==> src/rtl/hilo_muldiv_controller.sv <==
// HI/LO multiply-divide unit: MUL/MULU/DIV/DIVU iterate one radix-2 step per cycle, MFHI/MFLO read combinationally.
// Latency: issue edge, then DATA_WIDTH CALC edges and one FIX edge; hi/lo are valid after edge DATA_WIDTH+1.
// Backpressure: stall_req freezes the pipeline while busy; stall only blocks issue and never pauses an op in flight.
module hilo_muldiv_controller #(
  parameter int DATA_WIDTH   = 32,
  parameter int ALU_OP_WIDTH = 5,
  // Op encodings; override to match the ALU_OP_* values of the surrounding pipeline.
  parameter logic [ALU_OP_WIDTH-1:0] ALU_OP_MUL  = ALU_OP_WIDTH'(12),
  parameter logic [ALU_OP_WIDTH-1:0] ALU_OP_MULU = ALU_OP_WIDTH'(13),
  parameter logic [ALU_OP_WIDTH-1:0] ALU_OP_DIV  = ALU_OP_WIDTH'(14),
  parameter logic [ALU_OP_WIDTH-1:0] ALU_OP_DIVU = ALU_OP_WIDTH'(15),
  parameter logic [ALU_OP_WIDTH-1:0] ALU_OP_MFHI = ALU_OP_WIDTH'(16),
  parameter logic [ALU_OP_WIDTH-1:0] ALU_OP_MFLO = ALU_OP_WIDTH'(17)
) (
  input  logic                    clk,
  input  logic                    rst,
  input  logic                    en,
  input  logic                    stall,
  input  logic [ALU_OP_WIDTH-1:0] op,
  input  logic [DATA_WIDTH-1:0]   rs,
  input  logic [DATA_WIDTH-1:0]   rt,
  output logic [DATA_WIDTH-1:0]   rd,
  output logic                    busy,
  output logic                    stall_req,
  output logic [DATA_WIDTH-1:0]   hi,
  output logic [DATA_WIDTH-1:0]   lo
);
  localparam int CW = (DATA_WIDTH > 2) ? $clog2(DATA_WIDTH) : 1;

  typedef enum logic [1:0] {IDLE, CALC, FIX} state_t;

  state_t                state, state_nxt;
  logic [CW-1:0]         counter;
  logic [DATA_WIDTH-1:0] a_mag, b_mag, acc_hi, acc_lo;
  logic                  neg_a, neg_b, is_div;

  logic is_mul_op, is_div_op, is_long, is_signed_op, issue;
  logic [DATA_WIDTH:0]   mul_sum, div_shift, div_diff;
  logic                  div_ge;
  logic [DATA_WIDTH-1:0] step_hi, step_lo, fix_hi, fix_lo, a_raw;
  logic [2*DATA_WIDTH-1:0] prod, prod_fix;

  // Op decode and issue condition.
  always_comb begin
    is_mul_op    = (op == ALU_OP_MUL) || (op == ALU_OP_MULU);
    is_div_op    = (op == ALU_OP_DIV) || (op == ALU_OP_DIVU);
    is_long      = is_mul_op || is_div_op;
    is_signed_op = (op == ALU_OP_MUL) || (op == ALU_OP_DIV);
    issue        = en && !stall && (state == IDLE) && is_long;
  end

  // Next-state logic; CALC runs until the counter has reached zero.
  always_comb begin
    state_nxt = state;
    case (state)
      IDLE:    if (issue) state_nxt = CALC;
      CALC:    if (counter == '0) state_nxt = FIX;
      FIX:     state_nxt = IDLE;
      default: state_nxt = IDLE;
    endcase
  end

  // One iteration step: shift-add multiply (multiplier in acc_lo) or restoring divide (dividend in acc_lo).
  always_comb begin
    mul_sum   = {1'b0, acc_hi} + (acc_lo[0] ? {1'b0, b_mag} : '0);
    div_shift = {acc_hi, acc_lo[DATA_WIDTH-1]};
    div_diff  = div_shift - {1'b0, b_mag};
    div_ge    = (div_shift >= {1'b0, b_mag});
    if (is_div) begin
      step_hi = div_ge ? div_diff[DATA_WIDTH-1:0] : div_shift[DATA_WIDTH-1:0];
      step_lo = {acc_lo[DATA_WIDTH-2:0], div_ge};
    end else begin
      step_hi = mul_sum[DATA_WIDTH:1];
      step_lo = {mul_sum[0], acc_lo[DATA_WIDTH-1:1]};
    end
  end

  // Sign correction of the magnitude result; divide by zero returns all-ones quotient and the original dividend.
  always_comb begin
    prod     = {acc_hi, acc_lo};
    prod_fix = (neg_a ^ neg_b) ? -prod : prod;
    a_raw    = neg_a ? -a_mag : a_mag;
    if (!is_div) begin
      fix_hi = prod_fix[2*DATA_WIDTH-1:DATA_WIDTH];
      fix_lo = prod_fix[DATA_WIDTH-1:0];
    end else if (b_mag == '0) begin
      fix_hi = a_raw;
      fix_lo = '1;
    end else begin
      fix_hi = neg_a ? -acc_hi : acc_hi;
      fix_lo = (neg_a ^ neg_b) ? -acc_lo : acc_lo;
    end
  end

  // Read port and pipeline-freeze request.
  always_comb begin
    rd = '0;
    if (en && (state == IDLE)) begin
      if (op == ALU_OP_MFHI)      rd = hi;
      else if (op == ALU_OP_MFLO) rd = lo;
    end
    stall_req = en && (state != IDLE) && (is_long || (op == ALU_OP_MFHI) || (op == ALU_OP_MFLO));
  end

  // State, operand latch, iteration registers and architectural HI/LO.
  always_ff @(posedge clk or posedge rst) begin
    if (rst) begin
      state   <= IDLE;
      counter <= '0;
      a_mag   <= '0;
      b_mag   <= '0;
      acc_hi  <= '0;
      acc_lo  <= '0;
      neg_a   <= 1'b0;
      neg_b   <= 1'b0;
      is_div  <= 1'b0;
      busy    <= 1'b0;
      hi      <= '0;
      lo      <= '0;
    end else begin
      state <= state_nxt;
      case (state)
        IDLE: begin
          if (issue) begin
            neg_a   <= is_signed_op && rs[DATA_WIDTH-1];
            neg_b   <= is_signed_op && rt[DATA_WIDTH-1];
            a_mag   <= (is_signed_op && rs[DATA_WIDTH-1]) ? -rs : rs;
            b_mag   <= (is_signed_op && rt[DATA_WIDTH-1]) ? -rt : rt;
            acc_hi  <= '0;
            acc_lo  <= (is_signed_op && rs[DATA_WIDTH-1]) ? -rs : rs;
            is_div  <= is_div_op;
            counter <= CW'(DATA_WIDTH - 1);
            busy    <= 1'b1;
          end
        end
        CALC: begin
          acc_hi <= step_hi;
          acc_lo <= step_lo;
          if (counter != '0) counter <= counter - 1'b1;
        end
        FIX: begin
          hi   <= fix_hi;
          lo   <= fix_lo;
          busy <= 1'b0;
        end
        default: busy <= 1'b0;
      endcase
    end
  end
endmodule

==> config.mk <==
export PLATFORM = sky130hd
export DESIGN_NAME = hilo_muldiv_controller
export DESIGN_NICKNAME = d
export VERILOG_FILES = /design/src/rtl/hilo_muldiv_controller.sv
export SDC_FILE = /design/constraint.sdc
export NUM_CORES = 1
export LEC_CHECK = 0
export BUFFER_PORTS_ARGS = -buffer_cell sky130_fd_sc_hd__buf_2
export CORE_MARGIN = 5
export CORE_UTILIZATION = 45
export DETAILED_ROUTE_END_ITERATION = 10
export GPL_ROUTABILITY_DRIVEN = 0
export PLACE_DENSITY = 0.7
export SLEW_MARGIN = 25
export SYNTH_ARGS = -nofsm -noshare
export SYNTH_HDL_FRONTEND = slang
export SYNTH_SLANG_ARGS = --single-unit
==> constraint.sdc <==
create_clock -name clk -period 8.65 [get_ports clk]
set_clock_uncertainty 0.2 [all_clocks]
set_input_delay 0.4325 -clock clk [delete_from_list [all_inputs] [get_ports clk]]
set_output_delay 0.4325 -clock clk [all_outputs]
set_load 0.1 [all_outputs]
==> flow_summary.json <==
{
  "status": "complete, no violations",
  "syn-num-nets": 2324,
  "rows": 71,
  "drtAntennaViolNets": 0,
  "yosysUniqueCellTypes": 73,
  "fmax_mhz": 218,
  "die_w_um": 204,
  "wire_per_inst_um": 19.6,
  "dr.pass1.iters": 6,
  "core_area_um2": 37500,
  "cts.sinks": 203,
  "synthToLayoutAreaGrowth_pct": 11.6,
  "netlist_area_um2": 17000,
  "switching_power_uw": 3690,
  "p_leak_uw": 0.00844,
  "initial_utilization_pct": 45.4,
  "mostFrequentLayoutCell": "nand2_1",
  "ys_seq_area_share_pct": 29.9,
  "num_vias": 16500,
  "grt_pass1_vias": 15400,
  "regArea_um2": 5080,
  "holdCritStartpoint": "rs[0]",
  "cts-buffers-inserted": 24,
  "synthArstFlopShare_pct": 100,
  "syn_inst": 2178,
  "num_io_pins": 171,
  "tns_ns": 0,
  "clockBufferDepth": 3,
  "p_total_uw": 7030,
  "fin_crit_ns": 4.58,
  "r2r-end": "acc_hi[26]",
  "n_antenna_cell": 0,
  "synth_seq_cells": 203,
  "place_ws_ns": 4.20,
  "post-route-drc-count": 0,
  "hp-class": "in2reg",
  "power.density_nw_per_um2": 370,
  "postCtsSetupRepairBufs": 0,
  "startpoint": "acc_lo[0]",
  "syn-mean-instance-area_um2": 7.81,
  "dieHeight_um": 204,
  "clkSlewWorstSetupHoldPaths_ns": 0.07,
  "grt_pass1_wl_mm": 85.4,
  "clock-root-buffer": "clkbuf_16",
  "crit_required_ns": 8.86,
  "p_clk_share_pct": 15.3,
  "crit_arrival_ns": 4.78,
  "crit_type": "reg2reg",
  "critPathLaunchType": "flop",
  "slowest_delay_ns": 0.77,
  "crit_top_cell": "nor3_1",
  "end_kind": "flop",
  "dr.first_iter.drc_count": 1857,
  "dieArea_um2": 41800,
  "ff2ff_setup_slack_ns": 4.07,
  "peakVddDrop_v": 0.000147,
  "comb_power_share_pct": 58.5,
  "setup_viol": 0,
  "cp_max_fo": 33,
  "rsz0062_at_grt": "false",
  "synth_warnings": 0,
  "grt.total_usage_pct": 25.0,
  "cts_tree": "yes",
  "worst_pin_slew_ns": 0.998,
  "numPortBuffers": 170,
  "clock_latency_ns": 0.54,
  "htreeDepth": 1,
  "slew_headroom_pct": 33.5,
  "setup_slack_ns": 4.07,
  "postRouteWirelength_mm": 54.4,
  "maxCapViolCount": 0,
  "overflow": 0,
  "crit_chain": "clkinv_1, nor2_1, ha_1, nand3_1, o211ai_1, nor3_1, a211oi_1, nor3_1, o211ai_1, nor3_1, o41a_1, or3b_2, a32o_1",
  "finalCritPeriodShare_pct": 52.9,
  "viasPerCell": 5.93,
  "grt_start_max_net_pins": 125,
  "worst_path_max_delay_cell": "clkinv_1",
  "multi_input_area_um2": 11100,
  "final_cell_mix": "279 x nand2_1, 221 x nor2_1, 203 x o21ai_0, 202 x dfrtp_1, 170 x buf_2",
  "hold_end": "a_mag[0]",
  "synthFlopType": "dfrtp_1",
  "n_fill_cell": 3599,
  "synth-edff-count": 0,
  "p_int_uw": 3340,
  "drv_slew": 0,
  "r2r_start": "acc_lo[0]",
  "reg2regPathDepth": 13,
  "hold_violations": 0,
  "swShare_pct": 52.5,
  "hold_depth": 3,
  "final_layout_size_suffix_gt1_share_pct": 12.0,
  "power_frac_seq_pct": 26.2,
  "postCtsResizedCells": 0,
  "nets": 2392,
  "hpwl_mm": 41.3,
  "antenna_found_initial": 0
}
==> worst max-delay path: cells and delay by family (launching register included) <==
| family | cells | cell delay, ns |
|---|---|---|
| and+or+nand+nor | 6 | 1.26 |
| adders and majority gates | 1 | 0.32 |
| AOI/OAI and AO/OA | 5 | 1.44 |
| DFF | 1 | 0.44 |
| buffers and inverters | 1 | 0.77 |
==> cell families after synthesis <==
group	share of synthesized area, %
XOR/XNOR	11.5
AO/OA/AOI/OAI	23.2
adder cells (fa/ha/maj)	5.46
flip-flops	29.9
AND/OR/NAND/NOR	20.1
multiplexers	5.06
buffers and inverters	4.89
==> cell type report <==
class                      instances  area share, %
tap                              511           3.37
timing repair buffer             190           5.36
sequential                       203           26.8
multi-input combinational       1758           58.7
clock inverter                    11          0.778
inverter                          69           1.40
clock buffer                      32           3.59
==> repair_timing <==
| action | in CTS | in global routing |
|---|---|---|
| hold buffers | 5 | 0 |
| setup endpoints to repair | 0 | 0 |
| hold endpoints to repair | 127 | 0 |
==> power groups by stage <==
stage	Sequential [µW]	Combinational (µW)	Clock (µW)
floorplan	2200	2690	0
global placement	1820	3950	0
detailed placement	1840	4030	0
CTS	1820	4050	1090
global route	1890	4440	1130
finish	1840	4110	1070
==> worst max path at each step <==
stage | to | slack, ns | cells after the start
finish | acc_hi[26] | 4.07 | 13
global route | acc_hi[26] | 3.66 | 13
CTS | acc_hi[26] | 4.19 | 13
detailed placement | acc_hi[26] | 4.20 | 13
global placement | acc_hi[26] | 4.32 | 13
floorplan | a_mag[0] | 2.48 | 1
==> synthesized netlist by cell type, drive strengths merged, types with 9 or more instances <==
| cell | number | share of area, % |
|---|---|---|
| a31oi | 26 | 0.96 |
| nand4 | 16 | 0.59 |
| inv | 69 | 1.5 |
| nand2 | 281 | 6.2 |
| o221ai | 11 | 0.57 |
| nor3 | 42 | 1.3 |
| and2 | 12 | 0.44 |
| nor2b | 11 | 0.40 |
| nand3 | 39 | 1.1 |
| o21bai | 10 | 0.44 |
| mux2i | 77 | 4.5 |
| nor4 | 25 | 1.0 |
| o21a | 21 | 0.93 |
| a211oi | 24 | 1.1 |
| o31ai | 34 | 1.5 |
| o21ai | 208 | 6.1 |
| xor2 | 105 | 5.4 |
| or4 | 13 | 0.66 |
| buf | 26 | 0.67 |
| a221o | 9 | 0.53 |
| or3 | 21 | 0.81 |
| and3 | 15 | 0.55 |
| nor2 | 223 | 4.9 |
| clkbuf | 122 | 2.7 |
| ha | 71 | 5.2 |
| o41ai | 14 | 0.72 |
| o211ai | 41 | 1.8 |
| dfrtp | 203 | 30 |
| a21oi | 148 | 4.4 |
| a21o | 41 | 1.8 |
| xnor2 | 118 | 6.1 |
| nand2b | 23 | 0.85 |
==> layer usage <==
metal	routed length, µm	track usage, %	share of wire, %	vias to the layer above
met5	0	0	0	-
met2	24200	39.9	44	717
li1	-	-	-	7855
met1	23800	35.2	44	7779
met3	4280	3.13	7.9	102
met4	2050	8.49	3.8	0
==> registers in the layout, indices dropped and copies added, names as in the netlist <==
| name | flops |
|---|---|
| counter | 5 |
| lo | 32 |
| acc_hi | 32 |
| is_div | 1 |
| hi | 32 |
| state | 2 |
| neg_a | 1 |
| busy | 1 |
| acc_lo | 32 |
| a_mag | 32 |
| neg_b | 1 |
| b_mag | 32 |
==> through the flow <==
stage | utilization [%] | instances | cell area (µm²) | hold WS [ns]
2_1_floorplan | - | 2178 | 17000 | 0.262
6_report | 50.6 | 2774 | 19000 | 0.0144
4_1_cts | 50.6 | 2774 | 19000 | 0.00758
3_5_place_dp | 48.3 | 2726 | 18100 | 0.299
3_3_place_gp | 48.2 | 2726 | 18100 | 0.285
5_1_grt | 50.6 | 2774 | 19000 | 0.0171
(Power assumes the default switching activity.)
